==> config.mk <==
export PLATFORM = sky130hd
export DESIGN_NAME = serial_arbiter
export DESIGN_NICKNAME = d
export VERILOG_FILES = /design/src/rtl/serial_arbiter.sv
export SDC_FILE = /design/constraint.sdc
export NUM_CORES = 1
export LEC_CHECK = 0
export BUFFER_PORTS_ARGS = -buffer_cell sky130_fd_sc_hd__buf_4
export CORE_MARGIN = 1.5
export CORE_UTILIZATION = 46
export DETAILED_ROUTE_END_ITERATION = 16
export PLACE_DENSITY = 0.74
export SLEW_MARGIN = 20
export SYNTH_ARGS = -nofsm -noshare
export SYNTH_HDL_FRONTEND = slang
export SYNTH_SLANG_ARGS = --single-unit
export TNS_END_PERCENT = 1
==> constraint.sdc <==
create_clock -name clk -period 2 [get_ports clk]
set_clock_uncertainty 0.1 [all_clocks]
set_input_delay 0.4 -clock clk [delete_from_list [all_inputs] [get_ports clk]]
set_output_delay 0.4 -clock clk [all_outputs]
set_load 0.02 [all_outputs]
==> src/rtl/serial_arbiter.sv <==
// Round-robin arbiter that grants one requester at a time and serialises its word MSB-first.
// Optional build macro SER_PARITY_EN appends one even-parity bit to every frame.
module serial_arbiter #(
    parameter int NREQ = 4,
    parameter int DW   = 4
) (
    input  logic                    clk,
    input  logic                    rst_n,
    input  logic [NREQ-1:0]         req,
    input  logic [NREQ*DW-1:0]      din,
    output logic [NREQ-1:0]         gnt,
    output logic [NREQ-1:0]         ack,
    output logic [$clog2(NREQ)-1:0] src,
    output logic                    data,
    output logic                    frame,
    output logic [DW-1:0]           o,
    output logic                    done
);

    localparam int SW = $clog2(NREQ);
    localparam int CW = (DW > 1) ? $clog2(DW) : 1;

    typedef enum logic [1:0] {
        S_IDLE   = 2'd0,
        S_SHIFT  = 2'd1,
        S_PARITY = 2'd2,
        S_DONE   = 2'd3
    } state_e;

    state_e          state_q, state_d;
    logic [SW-1:0]   ptr_q, ptr_d;
    logic [SW-1:0]   src_q, src_d;
    logic [NREQ-1:0] gnt_q, gnt_d;
    logic [NREQ-1:0] ack_q, ack_d;
    logic [DW-1:0]   sh_q, sh_d;
    logic [DW-1:0]   word_q, word_d;
    logic [DW-1:0]   o_q, o_d;
    logic [CW-1:0]   cnt_q, cnt_d;
    logic            frame_q, frame_d;
    logic            data_q, data_d;
    logic            done_q, done_d;

    logic [DW-1:0]   words [NREQ];
    logic            found;
    logic [SW-1:0]   win;
    logic            finish;

    always_comb begin
        for (int k = 0; k < NREQ; k++) begin
            words[k] = din[k*DW +: DW];
        end
    end

    // Search starts just after the last winner, so every requester is reached within NREQ grants.
    always_comb begin
        found = 1'b0;
        win   = '0;
        for (int i = 1; i <= NREQ; i++) begin
            if (!found && req[SW'((int'(ptr_q) + i) % NREQ)]) begin
                found = 1'b1;
                win   = SW'((int'(ptr_q) + i) % NREQ);
            end
        end
    end

    always_comb begin
        // NOTE: every signal gets a default before the case so no path leaves it unassigned (no latches).
        state_d = state_q;
        ptr_d   = ptr_q;
        src_d   = src_q;
        gnt_d   = gnt_q;
        ack_d   = '0;
        sh_d    = sh_q;
        word_d  = word_q;
        o_d     = o_q;
        cnt_d   = cnt_q;
        frame_d = frame_q;
        data_d  = data_q;
        done_d  = 1'b0;
        finish  = 1'b0;

        case (state_q)
            S_IDLE: begin
                if (found) begin
                    state_d    = S_SHIFT;
                    ptr_d      = win;
                    src_d      = win;
                    gnt_d      = '0;
                    gnt_d[win] = 1'b1;
                    ack_d      = '0;
                    ack_d[win] = 1'b1;
                    sh_d       = words[win];
                    word_d     = words[win];
                    cnt_d      = CW'(DW - 1);
                    frame_d    = 1'b1;
                    data_d     = words[win][DW-1];
                end
            end
            S_SHIFT: begin
                if (cnt_q == '0) begin
`ifdef SER_PARITY_EN
                    state_d = S_PARITY;
                    data_d  = ^word_q;
`else
                    finish  = 1'b1;
`endif
                end else begin
                    sh_d   = sh_q << 1;
                    cnt_d  = cnt_q - 1'b1;
                    data_d = sh_d[DW-1];
                end
            end
`ifdef SER_PARITY_EN
            S_PARITY: finish = 1'b1;
`endif
            S_DONE:  state_d = S_IDLE;
            default: state_d = S_IDLE;
        endcase

        // Frame end: the captured word is published and the grant released; src keeps its value.
        if (finish) begin
            state_d = S_DONE;
            frame_d = 1'b0;
            data_d  = 1'b0;
            gnt_d   = '0;
            o_d     = word_q;
            done_d  = 1'b1;
        end
    end

    always_ff @(posedge clk or negedge rst_n) begin
        if (!rst_n) begin
            state_q <= S_IDLE;
            ptr_q   <= SW'(NREQ - 1);
            src_q   <= '0;
            gnt_q   <= '0;
            ack_q   <= '0;
            sh_q    <= '0;
            word_q  <= '0;
            o_q     <= '0;
            cnt_q   <= '0;
            frame_q <= 1'b0;
            data_q  <= 1'b0;
            done_q  <= 1'b0;
        end else begin
            // NOTE: non-blocking assignments so every register updates from the same pre-edge values.
            state_q <= state_d;
            ptr_q   <= ptr_d;
            src_q   <= src_d;
            gnt_q   <= gnt_d;
            ack_q   <= ack_d;
            sh_q    <= sh_d;
            word_q  <= word_d;
            o_q     <= o_d;
            cnt_q   <= cnt_d;
            frame_q <= frame_d;
            data_q  <= data_d;
            done_q  <= done_d;
        end
    end

    assign gnt   = gnt_q;
    assign ack   = ack_q;
    assign src   = src_q;
    assign data  = data_q;
    assign frame = frame_q;
    assign o     = o_q;
    assign done  = done_q;

endmodule

==> flow_summary_export.csv <==
group,metric,value,unit
run_status,status,"finished, final reports clean",
critical_path,endpoint_kind,"flip-flop",
pwr,p_comb_share,49.7,%
pwr,p_sw_share,40.52,%
global_route,first_global_vias,1177,
worst_hold_path,hold_class,"in2reg",
sta,setup_tns,0,ps
yosys,yosysSeqAreaShare,52.90,%
pwr,power_frac_seq,36.8,%
routing,routed_wl,3.201,mm
critical_path,worstPathCellList,"and2b_4 -> o21a_4 -> nor3_4 -> mux2_4 -> a221o_1",
worst_hold_path,min_to,"sh_q[0]",
critical_path,startpoint_type,"flip-flop",
critical_path,cp_max_fo,4,
pwr,peakVddDrop,0.7007,mV
layout,insertedDiodeCount,0,
sta,slew_headroom,67.02,%
pwr,switchingPower,1.135,mW
worst_hold_path,hp-start,"din[8]",
yosys,synth_top_cell_area_share,49.21,%
routing,wire_per_inst,14.48,µm
sta,period_share,97.48,%
cts,h-tree-depth,2,
cts,clkSlewWorstSetupHoldPaths,90,ps
sta,worst_slew_pin_slew,490.9,ps
pwr,clkPwrFrac,13.5,%
critical_path,timing.rr.start,"ptr_q[0]",
pwr,power_density,1496,nW/µm²
layout,final_nets,210,
yosys,ys_warn_count,0,
cts,clk_latency,340,ps
yosys,syn_nets,159,
global_route,grt_max_degree,31,
floorplanning,dieArea,3438,µm²
sta,rsz0062_at_grt,"yes",
pwr,internal_power,1.666,mW
pwr,power.total,2.801,mW
routing,antenna_left,0,
critical_path,rrSetupSlack,50,ps
cts,numClockSinks,30,
global_route,grt_pass1_wl,5.168,mm
placed_design,port_buffers,38,
critical_path,crit_arrival,2080,ps
cts,cts_buffers,5,
floorplanning,die_h,58.64,µm
global_route,gr-usage-all-layers,20.45,%
routing,dr.pass1.iters,4,
sta,hold_violations,0,
yosys,synth_cell_types,40,
critical_path,setup.worst_path.class,"reg2reg",
cts,clockBufferDepth,2,
floorplanning,start_util,47.42,%
sta,finalSetupViolations,0,
yosys,yosys.area.top_type,"dfrtp_1",
routing,routed-via-count,1204,
worst_hold_path,hold-path-cell-count,3,
job,cap_violations,0,
sta,drv_slew,0,
routing,drt_iter0_markers,29,
placed_design,hpwlAfterDp,2.390,mm
floorplanning,chipWidth,58.64,µm
critical_path,reg2reg_to,"word_q[2]",
yosys,ys_seq_elements,30,
layout,fin_util,62.38,%
layout,layout-drive-gt1-share,39.36,%
global_route,antenna_found_initial,0,
yosys,synth_area,1424,µm²
sta,max_freq,512.9,MHz
floorplanning,core_area,3003,µm²
pwr,p_leak,0.9530,nW
yosys,synthTopCellsByArea,"dfrtp_1 49%, nand2_1 7.4%, nor2_1 4.7%, mux2i_1 4.2%, dfstp_2 3.7%",
placed_design,place_congestion,0.8100,
critical_path,worstPathRequired,2130,ps
critical_path,cp_slowest_stage_delay,560,ps
floorplanning,ios,39,
sta,min_period,1950,ps
cts,cts_tree,"built",
cts,cts-root-buf,"clkbuf_4",
floorplanning,std_cell_rows,20,
routing,avgViaCountPerCell,5.448,
yosys,syn-instance-count,136,
critical_path,crit_path_top_delay_cell,"dfstp_2",
yosys,synth_area_per_cell,10.47,µm²
routing,drc,0,
layout,area_growth,31.55,%
global_route,gr-total-overflow,0,
critical_path,ff2ff_path_depth,5,
synthesized netlist by cell type, drive strengths merged:
master and count:
or4 1, o221ai 3, nand4 1, dfstp 2, nor2b 1, nand3 1
o31ai 1, clkinv 1, and2 2, a22oi 4, a21oi 3, a211o 1
o21ai 9, o21a 2, mux2i 6, buf 1, o211ai 1, nand3b 1
mux2 4, nor3 3, a21o 1, nor2 18, nand2b 3, nor3b 1
or3b 1, dfrtp 28, and2b 1, inv 3, nand2 30, a221o 1
ha 1
power groups by stage:
stage	Clock [mW]	Combinational, mW	Sequential, mW
2_1_floorplan	0	0.763	1.14
3_3_place_gp	0	1.34	1.02
3_5_place_dp	0	1.38	1.04
4_1_cts	0.385	1.39	1.03
5_1_grt	0.415	1.53	1.05
6_report	0.379	1.39	1.03
layout make-up:
| type | instances | area (µm²) |
|---|---|---|
| fillers | 280 | 1130 |
| flip-flops and latches | 30 | 753.2 |
| multi-input cells | 101 | 663.1 |
| repair buffers | 45 | 340.3 |
| clock buffers | 7 | 55.05 |
| well taps | 33 | 41.29 |
| inverters | 4 | 15.01 |
| clock inverters | 1 | 5.005 |
flip-flops by register name, indices dropped and copies added, names as in the netlist:
| register | count |
|---|---|
| state_q | 2 |
| ack | 4 |
| frame | 1 |
| sh_q | 3 |
| o | 4 |
| ptr_q | 2 |
| gnt | 4 |
| word_q | 4 |
| src | 2 |
| done | 1 |
| cnt_q | 2 |
| data | 1 |
how the worst max path moves through the flow:
stage	endpoint	slack (ps)	start	cells after the start
3_5_place_dp	sh_q[2]	5	ptr_q[0]	5
5_1_grt	word_q[2]	-10	ptr_q[0]	5
6_report	word_q[2]	50	ptr_q[0]	5
3_3_place_gp	word_q[2]	40	ptr_q[0]	5
2_1_floorplan	word_q[2]	-60	ptr_q[0]	5
4_1_cts	data	50	ptr_q[0]	5
through the flow:
stage | setup slack [ps] | hold WS, ps | instances | area (µm²)
5_1_grt | -14.23 | 307.1 | 221 | 1873
6_report | 50.47 | 306.3 | 221 | 1873
3_3_place_gp | 40.92 | 241.0 | 212 | 1790
2_1_floorplan | -61.18 | 4.409 | 136 | 1424
4_1_cts | 52.06 | 315.3 | 221 | 1861
3_5_place_dp | 4.844 | 249.1 | 212 | 1790
cells in the final DEF, fill, tap and decap left out, drive strengths merged, types with 2 or more instances in the layout:
master	count
o21ai	9
nor3	3
nor2	18
dfrtp	28
mux2	4
a22oi	4
o221ai	3
clkbuf	7
clkinv	2
nand2b	3
mux2i	6
nand2	30
inv	3
dfstp	2
buf	44
and2	2
o21a	2
a21oi	3
critical path, delay by kind of cell (launching register included):
family / cells / cell delay [ps]
flip-flops: 1 / 560
AO/OA/AOI/OAI: 2 / 500
AND/OR/NAND/NOR: 2 / 350
multiplexers: 1 / 330
per-layer routing:
layer,part of all wire (%),global-route usage [%],routed length (µm),vias to the layer above
met4,1.2,8.117,40,0
met1,40,23.06,1286,587
met2,52,35.63,1662,41
li1,-,-,-,572
met5,0,0,0,-
met3,6.6,6.813,212,4
cells by family after synthesis:
logic type	share of synthesized area (%)
buffers and inverters	1.405
flip-flops	52.90
adder cells (fa/ha/maj)	0.8786
multiplexers	7.645
AO/OA/AOI/OAI	15.03
AND/OR/NAND/NOR	22.14
repair_timing:
item | 4_1_cts | 5_1_grt
pin swaps | 1 | 0
resized for setup | 0 | 3
hold endpoints to repair | 28 | 0
setup buffers | 0 | 0
endpoints found under the setup margin | 2 | 8
hold buffers | 1 | 0
No activity file was read; power rests on OpenSTA's default activity.
